--- src/rtl/task_pkg.sv ---
// Shared task constants: per-task packet sizes, task id type and size lookup.
package task_pkg;

  localparam int NUM_TASKS = 10;

  typedef logic [3:0] task_id_t;

  localparam logic [11:0] TASK1_SIZE  = 12'd81;
  localparam logic [11:0] TASK2_SIZE  = 12'd81;
  localparam logic [11:0] TASK3_SIZE  = 12'd27;
  localparam logic [11:0] TASK4_SIZE  = 12'd120;
  localparam logic [11:0] TASK5_SIZE  = 12'd256;
  localparam logic [11:0] TASK6_SIZE  = 12'd50;
  localparam logic [11:0] TASK7_SIZE  = 12'd50;
  localparam logic [11:0] TASK8_SIZE  = 12'd160;
  localparam logic [11:0] TASK9_SIZE  = 12'd40;
  localparam logic [11:0] TASK10_SIZE = 12'd64;

  // Index is 0-based; task N of the size table lives at index N-1.
  function automatic logic [11:0] task_size(input task_id_t id);
    case (id)
      4'd0:    return TASK1_SIZE;
      4'd1:    return TASK2_SIZE;
      4'd2:    return TASK3_SIZE;
      4'd3:    return TASK4_SIZE;
      4'd4:    return TASK5_SIZE;
      4'd5:    return TASK6_SIZE;
      4'd6:    return TASK7_SIZE;
      4'd7:    return TASK8_SIZE;
      4'd8:    return TASK9_SIZE;
      4'd9:    return TASK10_SIZE;
      default: return 12'd1;
    endcase
  endfunction

endpackage

--- src/rtl/task_rr_picker.sv ---
// Combinational round-robin select: first candidate strictly after last_grant, wrapping.
module task_rr_picker
  import task_pkg::*;
#(
  parameter int N_REQ = NUM_TASKS
) (
  input  logic [N_REQ-1:0] cand_i,
  input  task_id_t         last_grant_i,
  output task_id_t         grant_o,
  output logic             found_o
);

  logic     hi_found;
  logic     lo_found;
  task_id_t hi_idx;
  task_id_t lo_idx;

  // Descending scan so the lowest index wins; "hi" covers indices above last_grant.
  always_comb begin
    hi_found = 1'b0;
    lo_found = 1'b0;
    hi_idx   = '0;
    lo_idx   = '0;
    for (int i = N_REQ - 1; i >= 0; i--) begin
      if (cand_i[i]) begin
        lo_found = 1'b1;
        lo_idx   = task_id_t'(i);
        if (i > int'(last_grant_i)) begin
          hi_found = 1'b1;
          hi_idx   = task_id_t'(i);
        end
      end
    end
    found_o = lo_found;
    grant_o = hi_found ? hi_idx : lo_idx;
  end

endmodule

--- src/rtl/task_pkt_arbiter.sv ---
// Round-robin packet arbiter merging per-task byte streams into one stream.
// Optional per-task completed-packet counters when TASK_ARB_PKT_CNT_EN is defined.
module task_pkt_arbiter #(
  parameter int NUM_TASKS = task_pkg::NUM_TASKS,
  parameter int DATA_W    = 8
) (
  input  logic                        clk,
  input  logic                        rst_n,
  input  logic [NUM_TASKS-1:0]        task_en_i,
  input  logic [NUM_TASKS-1:0]        req_valid_i,
  input  logic [NUM_TASKS*DATA_W-1:0] req_data_i,
  output logic [NUM_TASKS-1:0]        req_ready_o,
  output logic                        m_valid_o,
  output logic [DATA_W-1:0]           m_data_o,
  output logic                        m_last_o,
  output logic [3:0]                  m_task_o,
  input  logic                        m_ready_i,
`ifdef TASK_ARB_PKT_CNT_EN
  output logic [NUM_TASKS*16-1:0]     pkt_cnt_o,
`endif
  output logic                        busy_o
);

  import task_pkg::*;

  typedef enum logic {IDLE, XFER} state_t;

  state_t      state_q, state_d;
  task_id_t    grant_q, grant_d;
  task_id_t    last_grant_q, last_grant_d;
  logic [8:0]  cnt_q, cnt_d;

  task_id_t    pick_grant;
  logic        pick_found;
  logic        sel_valid;
  logic        is_last;
  logic        hs;
  logic [DATA_W-1:0] lane [NUM_TASKS];

  for (genvar g = 0; g < NUM_TASKS; g++) begin : g_lane
    assign lane[g] = req_data_i[g*DATA_W +: DATA_W];
  end

  task_rr_picker #(.N_REQ(NUM_TASKS)) u_picker (
    .cand_i       (req_valid_i & task_en_i),
    .last_grant_i (last_grant_q),
    .grant_o      (pick_grant),
    .found_o      (pick_found)
  );

  assign sel_valid = req_valid_i[grant_q];
  assign is_last   = ({3'b000, cnt_q} == (task_size(grant_q) - 12'd1));
  assign hs        = (state_q == XFER) && sel_valid && m_ready_i;
  assign m_task_o  = grant_q;

  always_comb begin
    state_d      = state_q;
    grant_d      = grant_q;
    last_grant_d = last_grant_q;
    cnt_d        = cnt_q;
    m_valid_o    = 1'b0;
    m_data_o     = '0;
    m_last_o     = 1'b0;
    req_ready_o  = '0;
    busy_o       = 1'b0;
    case (state_q)
      IDLE: begin
        if (pick_found) begin
          grant_d = pick_grant;
          cnt_d   = '0;
          state_d = XFER;
        end
      end
      XFER: begin
        busy_o               = 1'b1;
        m_valid_o            = sel_valid;
        m_data_o             = lane[grant_q];
        m_last_o             = sel_valid && is_last;
        req_ready_o[grant_q] = m_ready_i;
        if (hs) begin
          cnt_d = cnt_q + 9'd1;
          if (is_last) begin
            last_grant_d = grant_q;
            state_d      = IDLE;
          end
        end
      end
      default: state_d = IDLE;
    endcase
  end

  always_ff @(posedge clk or negedge rst_n) begin
    if (!rst_n) begin
      state_q      <= IDLE;
      grant_q      <= '0;
      last_grant_q <= task_id_t'(NUM_TASKS - 1);
      cnt_q        <= '0;
    end else begin
      state_q      <= state_d;
      grant_q      <= grant_d;
      last_grant_q <= last_grant_d;
      cnt_q        <= cnt_d;
    end
  end

`ifdef TASK_ARB_PKT_CNT_EN
  logic        pkt_done;
  logic [15:0] pkt_cnt_q [NUM_TASKS];
  logic [15:0] pkt_cnt_d [NUM_TASKS];

  assign pkt_done = hs && is_last;

  always_comb begin
    for (int i = 0; i < NUM_TASKS; i++) pkt_cnt_d[i] = pkt_cnt_q[i];
    if (pkt_done) pkt_cnt_d[grant_q] = pkt_cnt_q[grant_q] + 16'd1;
  end

  always_ff @(posedge clk or negedge rst_n) begin
    if (!rst_n) begin
      for (int i = 0; i < NUM_TASKS; i++) pkt_cnt_q[i] <= '0;
    end else begin
      for (int i = 0; i < NUM_TASKS; i++) pkt_cnt_q[i] <= pkt_cnt_d[i];
    end
  end

  for (genvar g = 0; g < NUM_TASKS; g++) begin : g_cnt_out
    assign pkt_cnt_o[g*16 +: 16] = pkt_cnt_q[g];
  end
`endif

endmodule

--- config.mk ---
export PLATFORM = sky130hd
export DESIGN_NAME = task_pkt_arbiter
export DESIGN_NICKNAME = d
export VERILOG_FILES = /design/src/rtl/task_pkg.sv /design/src/rtl/task_rr_picker.sv /design/src/rtl/task_pkt_arbiter.sv
export SDC_FILE = /design/constraint.sdc
export NUM_CORES = 1
export LEC_CHECK = 0
export CAP_MARGIN = 15
export CORE_ASPECT_RATIO = 0.8
export CORE_MARGIN = 3
export CORE_UTILIZATION = 30
export CTS_BUF_LIST = sky130_fd_sc_hd__clkbuf_8
export DETAILED_ROUTE_END_ITERATION = 16
export GPL_ROUTABILITY_DRIVEN = 0
export PLACE_DENSITY = 0.63
export SLEW_MARGIN = 40
export SYNTH_ARGS = -nofsm -noshare
export SYNTH_HDL_FRONTEND = slang
export SYNTH_SLANG_ARGS = --single-unit
--- constraint.sdc ---
create_clock -name clk -period 6 [get_ports clk]
set_input_delay 1.2 -clock clk [delete_from_list [all_inputs] [get_ports clk]]
set_output_delay 1.2 -clock clk [all_outputs]
set_load 0.05 [all_outputs]
# Word-level counts from Yosys, hierarchy flattened
# Memories as Yosys holds them, arrays and structs flattened.
# Cells that the tools add are included.
# W data, S select, Z words.
dict set report op_classes {
  n_lt_le_gt_ge 12
  add_sub_neg 2
  n_mux 76
  bitwise_logic 4
  eq_ne 3
  n_reduce_logical 7
}
# cell n
set ops {}
lappend ops {{$mux W4} 29}
lappend ops {{$mux W1} 36}
lappend ops {{$bmux W8 S4} 1}
lappend ops {{$mux W8} 3}
lappend ops {{$and A10 B10 Y10} 2}
lappend ops {{$mux W9} 2}
lappend ops {{$pmux W9 S2} 1}
lappend ops {{$gt A3 B4 Y1 const A} 4}
lappend ops {{$eq A9 B12 Y1} 1}
lappend ops {{$sub A12 B1 Y12 const B} 1}
lappend ops {{$mux W10} 1}
lappend ops {{$add A9 B1 Y9 const B} 1}
lappend ops {{$gt A2 B4 Y1 const A} 2}
lappend ops {{$gt A4 B4 Y1 const A} 2}
lappend ops {{$ge A5 B5 Y1 const B} 1}
lappend ops {{$lt A4 B5 Y1 const B} 1}
lappend ops {{$not A4 Y5} 1}
lappend ops {{$bmux W1 S4} 1}
lappend ops {{$demux W1 S4} 1}
lappend ops {{$ge A4 B1 Y1 const B} 1}
lappend ops {{$gt A1 B4 Y1 const A} 1}
lappend ops {{$logic_and A1 B1 Y1} 4}
lappend ops {{$reduce_and A2 Y1} 2}
lappend ops {{$reduce_and A3 Y1} 1}
lappend ops {{other kinds (4)} 4}
dict set report totals {
  wordCells 109
  input_bits 103
  mem_bits_ro 128
  out_inout_bits 25
  memories 1
  ff_bits 18
}
# name words width rd rd_clocked_by_memory_dff write_ports line
set mem_list {}
lappend mem_list {{(no name shown)} 16 8 1 0 0 task_pkg.sv:21} ;# case (id)

# Depth between registers and ports, before layout
dict set report logic_depth {
  ltp_word 20
  mapped_depth 16
  ltp_nobuf 12
}

# Hierarchy
# A second synthesis with hierarchy kept.
dict set report hier_totals {
  cells_unflattened 293
  area_unflattened_um2 2662.6
}
# mod area_per_inst_um2 instances seq_area_each_um2 cells_per_inst
set modules_own_cells {}
lappend modules_own_cells {task_pkt_arbiter 2319.7 1 452.9 232}
lappend modules_own_cells {task_rr_picker 342.8 1 0.0 61}

# Least setup slack after synthesis
# Ideal clock, no wire load.
dict set report synth_timing {
  path_kind {register to output}
  from {reg grant_q[0] (netlist: m_task_o[0])}
  to {out m_last_o}
  t_required_ns 4.800
  path_slack_ns -0.356
  n_path_buf 4
  path_stages_with_launch 17
  t_arrival_ns 5.156
  cell_sequence {dfrtp_1 buf_2 buf_2 buf_2 buf_2 inv_1 ha_1 mux2i_1 or2_2 ha_1 ha_1 xnor2_1 xnor2_1 nor4_1 nand3_1 or4_1 nor3_1}
}
dict set report synth_between {
  elab_chain_len 5
  elab_cells_between_ends 7
}
# element line
set synth_lines {}
lappend synth_lines {{start, declared} task_pkt_arbiter.sv:29} ;# task_id_t grant_q, grant_d;
lappend synth_lines {{start signal, assigned} task_pkt_arbiter.sv:100} ;# grant_q <= grant_d;
lappend synth_lines {{$mem_v2 Z16 W8} n/a}
lappend synth_lines {{$sub A12 B1 Y12} task_pkt_arbiter.sv:52} ;# assign is_last = ({3'b000, cnt_q} == (task_size(grant_q) - 12'd1));
lappend synth_lines {{$eq A9 B12 Y1} task_pkt_arbiter.sv:52}
lappend synth_lines {{$logic_and A1 B1 Y1 *} task_pkt_arbiter.sv:78} ;# m_last_o = sel_valid && is_last;
lappend synth_lines {{$mux W1 *} task_pkt_arbiter.sv:66} ;# case (state_q)
lappend synth_lines {{end, declared} task_pkt_arbiter.sv:15} ;# output logic m_last_o,
# Mark *: on every way between the ends. The rest lies on a longest branch, timed or not. The select of a mux whose other input is x is not followed.

# Worst setup path in the final report
# Ends and elaborated chain as after synthesis.

==> results by group <==
Setup path
  • Worst EP required: 4800 ps
  • CP arrival: 3670 ps
  • Delay-heaviest family, CP: simple AND/OR/NAND/NOR gates
  • Type of origin of the critical path: flop
  • Cell repeated most along the worst path: ha_1
  • Kind of critical path: reg -> out
  • CP max FO: 34
  • Max incr delay on CP: roughly 520 ps
  • Worst path bufs/invs: 2
  • CP endpoint kind: output pin
  • Worst-path cell chain: buf_4 > ha_1 > nor2_1 > o21ai_2 > ha_1 > ha_1 > xnor2_1 > xnor2_1 > nor4_1 > nand3_1 > or4_1 > nor3_2 > buf_4
  • CP max stage cell: or4_1

Timing
  • Slew margin rel.: between 50% and 60%
  • Final Hold Fails: 0
  • Worst-Margin Slew: 721 ps
  • Final Critical Period: 4870 ps
  • # setup viols final: 0
  • Pins over their slew limit: 0
  • RSZ-0062 raised after global routing: no
  • Final hold slack: around 600 ps
  • Crit share post-route: 81.1%
  • Achievable frequency: a little over 200 MHz
  • Min setup slack post-route: ~1100 ps
  • TNS Setup: 0 ps
  • Final Skew: between 4 and 5 ps

Finish
  • FF+latch area: ~450 um^2
  • Commonest cells after routing, fill and taps aside: clkdlybuf4s50_1, nor2_1, mux2i_1
  • Fin nets: around 510
  • Synth-to-layout area growth: 57.5%
  • Multi-input combinational cell area: between 1500 and 2000 um^2
  • Fillers: approximately 740
  • ANT cells: 0
  • Final Util: 50.2%
  • Fraction of layout instances using a drive strength above 1: between 10% and 20%
  • Commonest non-fill, non-tap cell in the layout: clkdlybuf4s50_1

Clocking
  • H-tree depth: 1
  • CTS tree: done
  • Hold-fix buffers, CTS: 0
  • Clock sinks: 18
  • Worst-Skew Late Latency: between 200 and 300 ps
  • Post-CTS Resized: 0
  • CTS Buf Count: 3
  • Clock Tree Buf Depth: 2
  • Setup bufs post-CTS: 0
  • Reg clk slew, reported paths: roughly 70 ps
  • Root buf cell: clkbuf_8

Die
  • Die Ht: 86.6 um
  • Die area: approximately 9200 um^2
  • Die width: around 110 um
  • Num rows: 28
  • I/O pin count: ~130
  • Area of the core: around 7600 um^2
  • Initial Utilization: between 30% and 40%

Power
  • Seq pwr share: between 10% and 20%
  • Cell leakage power: roughly 1.5 nW
  • Comb pwr share: roughly four fifths
  • Internal power: 0.806 mW
  • Clk pwr share: 5.8%
  • VDD IR-drop max: ~0.00016 V
  • Net Sw Frac: 51.8%
  • PwrDens: around 440 nW/um^2
  • NetSw: about 0.87 mW

Synth
  • Register area share after synthesis: a little under a fifth
  • Post-synth ARST share: between 90% and 100%
  • Synth Flop Type: dfrtp_1
  • Syn. warnings: 0
  • Post-synth EDFFs: 0
  • Synthesized Nets: between 300 and 400
  • Post-Syn Area: between 2000 and 2500 um^2
  • Number of synthesized register bits: 18
  • Distinct cells, synth: 54
  • Mapped Cells: roughly 270
  • Post-Synthesis Mean Instance Area: between 8 and 9 um^2

Flow run
  • # Max-Cap Violations: 0

Detailed routing
  • Routed vias/inst: slightly above 5
  • Vias: ~2600
  • Post-DRT Antenna Nets: 0
  • Routed len/inst: roughly 17 um
  • Residual DRC count: 0
  • TritonRoute pass-1 iters: 4
  • Violation count after the first detailed-routing iteration: 66
  • Drt total wl: between 8000 and 9000 um

GRT
  • Pin count of the biggest net entering global routing: 35
  • Initial antenna violation count: 0
  • Vias in the first global route: between 2000 and 3000
  • Grt ovf: 0
  • Tot GR Track Use: 18.6%
  • First-pass GRT wire length: about 14000 um

Min path
  • Hold Crit Class: reg -> reg

Placement
  • Number of port buffers: between 100 and 150
  • DPL Wire Length: a little over 7000 um
  • Pre-CTS setup slack: around 1400 ps

Run status
  • Outcome: completed
[path summary, 6_finish.rpt]
check | from | endpoint | slack (ps) | depth (start not counted)
max reg2reg | m_task_o[0] | last_grant_q[1] | 2460 | 12
min | cnt_q[6] | cnt_q[6] | 590 | 2
max | m_task_o[0] | m_last_o | 1130 | 13
min reg2reg | cnt_q[6] | cnt_q[6] | 590 | 2
min in group asynchronous | rst_n | cnt_q[8] | 870 | 1
max in group asynchronous | rst_n | last_grant_q[0] | 4810 | 1
[layout make-up]
class,count,area share (%)
multi-input cells,231,48.8
inverters,8,0.783
flip-flops and latches,18,11.8
well taps,105,3.43
repair buffers,131,33.7
clock buffers,4,1.44
[worst reg2reg max path, cell delays in order (launching register included)]
cell	delay, ps
dfrtp_2	350
buf_4	480
ha_1	330
nor2_1	80
o21ai_2	220
ha_1	270
ha_1	240
xnor2_1	160
xnor2_1	80
nor4_1	170
nand3_1	170
nor4_4	500
mux2_2	390
[Yosys cell counts, types with 3 or more instances]
library cell | instances | area (um^2)
nor2_1 | 33 | 124
mux2i_1 | 27 | 270
nand2_1 | 23 | 86.3
dfrtp_1 | 16 | 400
mux4_2 | 16 | 360
xnor2_1 | 11 | 96.3
ha_1 | 9 | 113
inv_1 | 8 | 30.0
nand3_1 | 8 | 40.0
nor3_1 | 8 | 40.0
o22a_1 | 8 | 70.1
xor2_1 | 8 | 70.1
clkbuf_1 | 7 | 26.3
nand4_1 | 7 | 43.8
o21ai_0 | 7 | 35.0
buf_2 | 6 | 30.0
and2_1 | 5 | 31.3
mux2_2 | 5 | 56.3
nand2b_1 | 5 | 31.3
a21oi_1 | 4 | 20.0
or2_2 | 4 | 25.0
nor3b_1 | 3 | 22.5
nor4_1 | 3 | 18.8
o31ai_1 | 3 | 22.5
[cells by family (layout without fill, tap and decap cells)]
logic type                 Yosys count  count (layout)  share of synthesized area (%)
and+or+nand+nor                    111             111                           23.2
muxes                               48              48                           28.2
AOI/OAI and AO/OA                   44              44                           13.7
buffers and inverters               25             143                           4.78
xor gates and xnor gates            19              19                           6.83
DFF                                 18              18                           18.6
adders and majority gates            9               9                           4.62
[per-stage QoR]
step | area, um^2 | power (mW) | cells
after floorplan | 2440 | 1.20 | 274
after global placement | 3780 | 1.56 | 493
after detailed placement | 3780 | 1.58 | 493
after CTS | 3840 | 1.68 | 497
after global routing | 3830 | 1.79 | 497
final | 3830 | 1.67 | 497
[power by group through the flow]
stage / logic (mW) / registers [mW] / clock network (mW)
6_report: 1.36 / 0.215 / 0.0970
5_1_grt: 1.46 / 0.221 / 0.107
4_1_cts: 1.37 / 0.214 / 0.101
3_5_place_dp: 1.37 / 0.215 / 0
3_3_place_gp: 1.35 / 0.214 / 0
2_1_floorplan: 0.961 / 0.242 / 0
[registers in the layout, indices dropped and copies added (netlist names)]
| name | cells |
|---|---|
| state_q | 1 |
| m_task_o | 4 |
| last_grant_q | 4 |
| cnt_q | 9 |
[routing by layer]
| layer | part of all wire (%) | vias to the layer above | GRT usage [%] |
|---|---|---|---|
| met5 | 0 | - | 0 |
| met4 | 1.1 | 0 | 2.90 |
| met3 | 4.7 | 8 | 2.53 |
| li1 | - | 1249 | - |
| met2 | 52 | 79 | 33.9 |
| met1 | 42 | 1248 | 24.0 |
No activity file was read; power rests on OpenSTA's default activity.
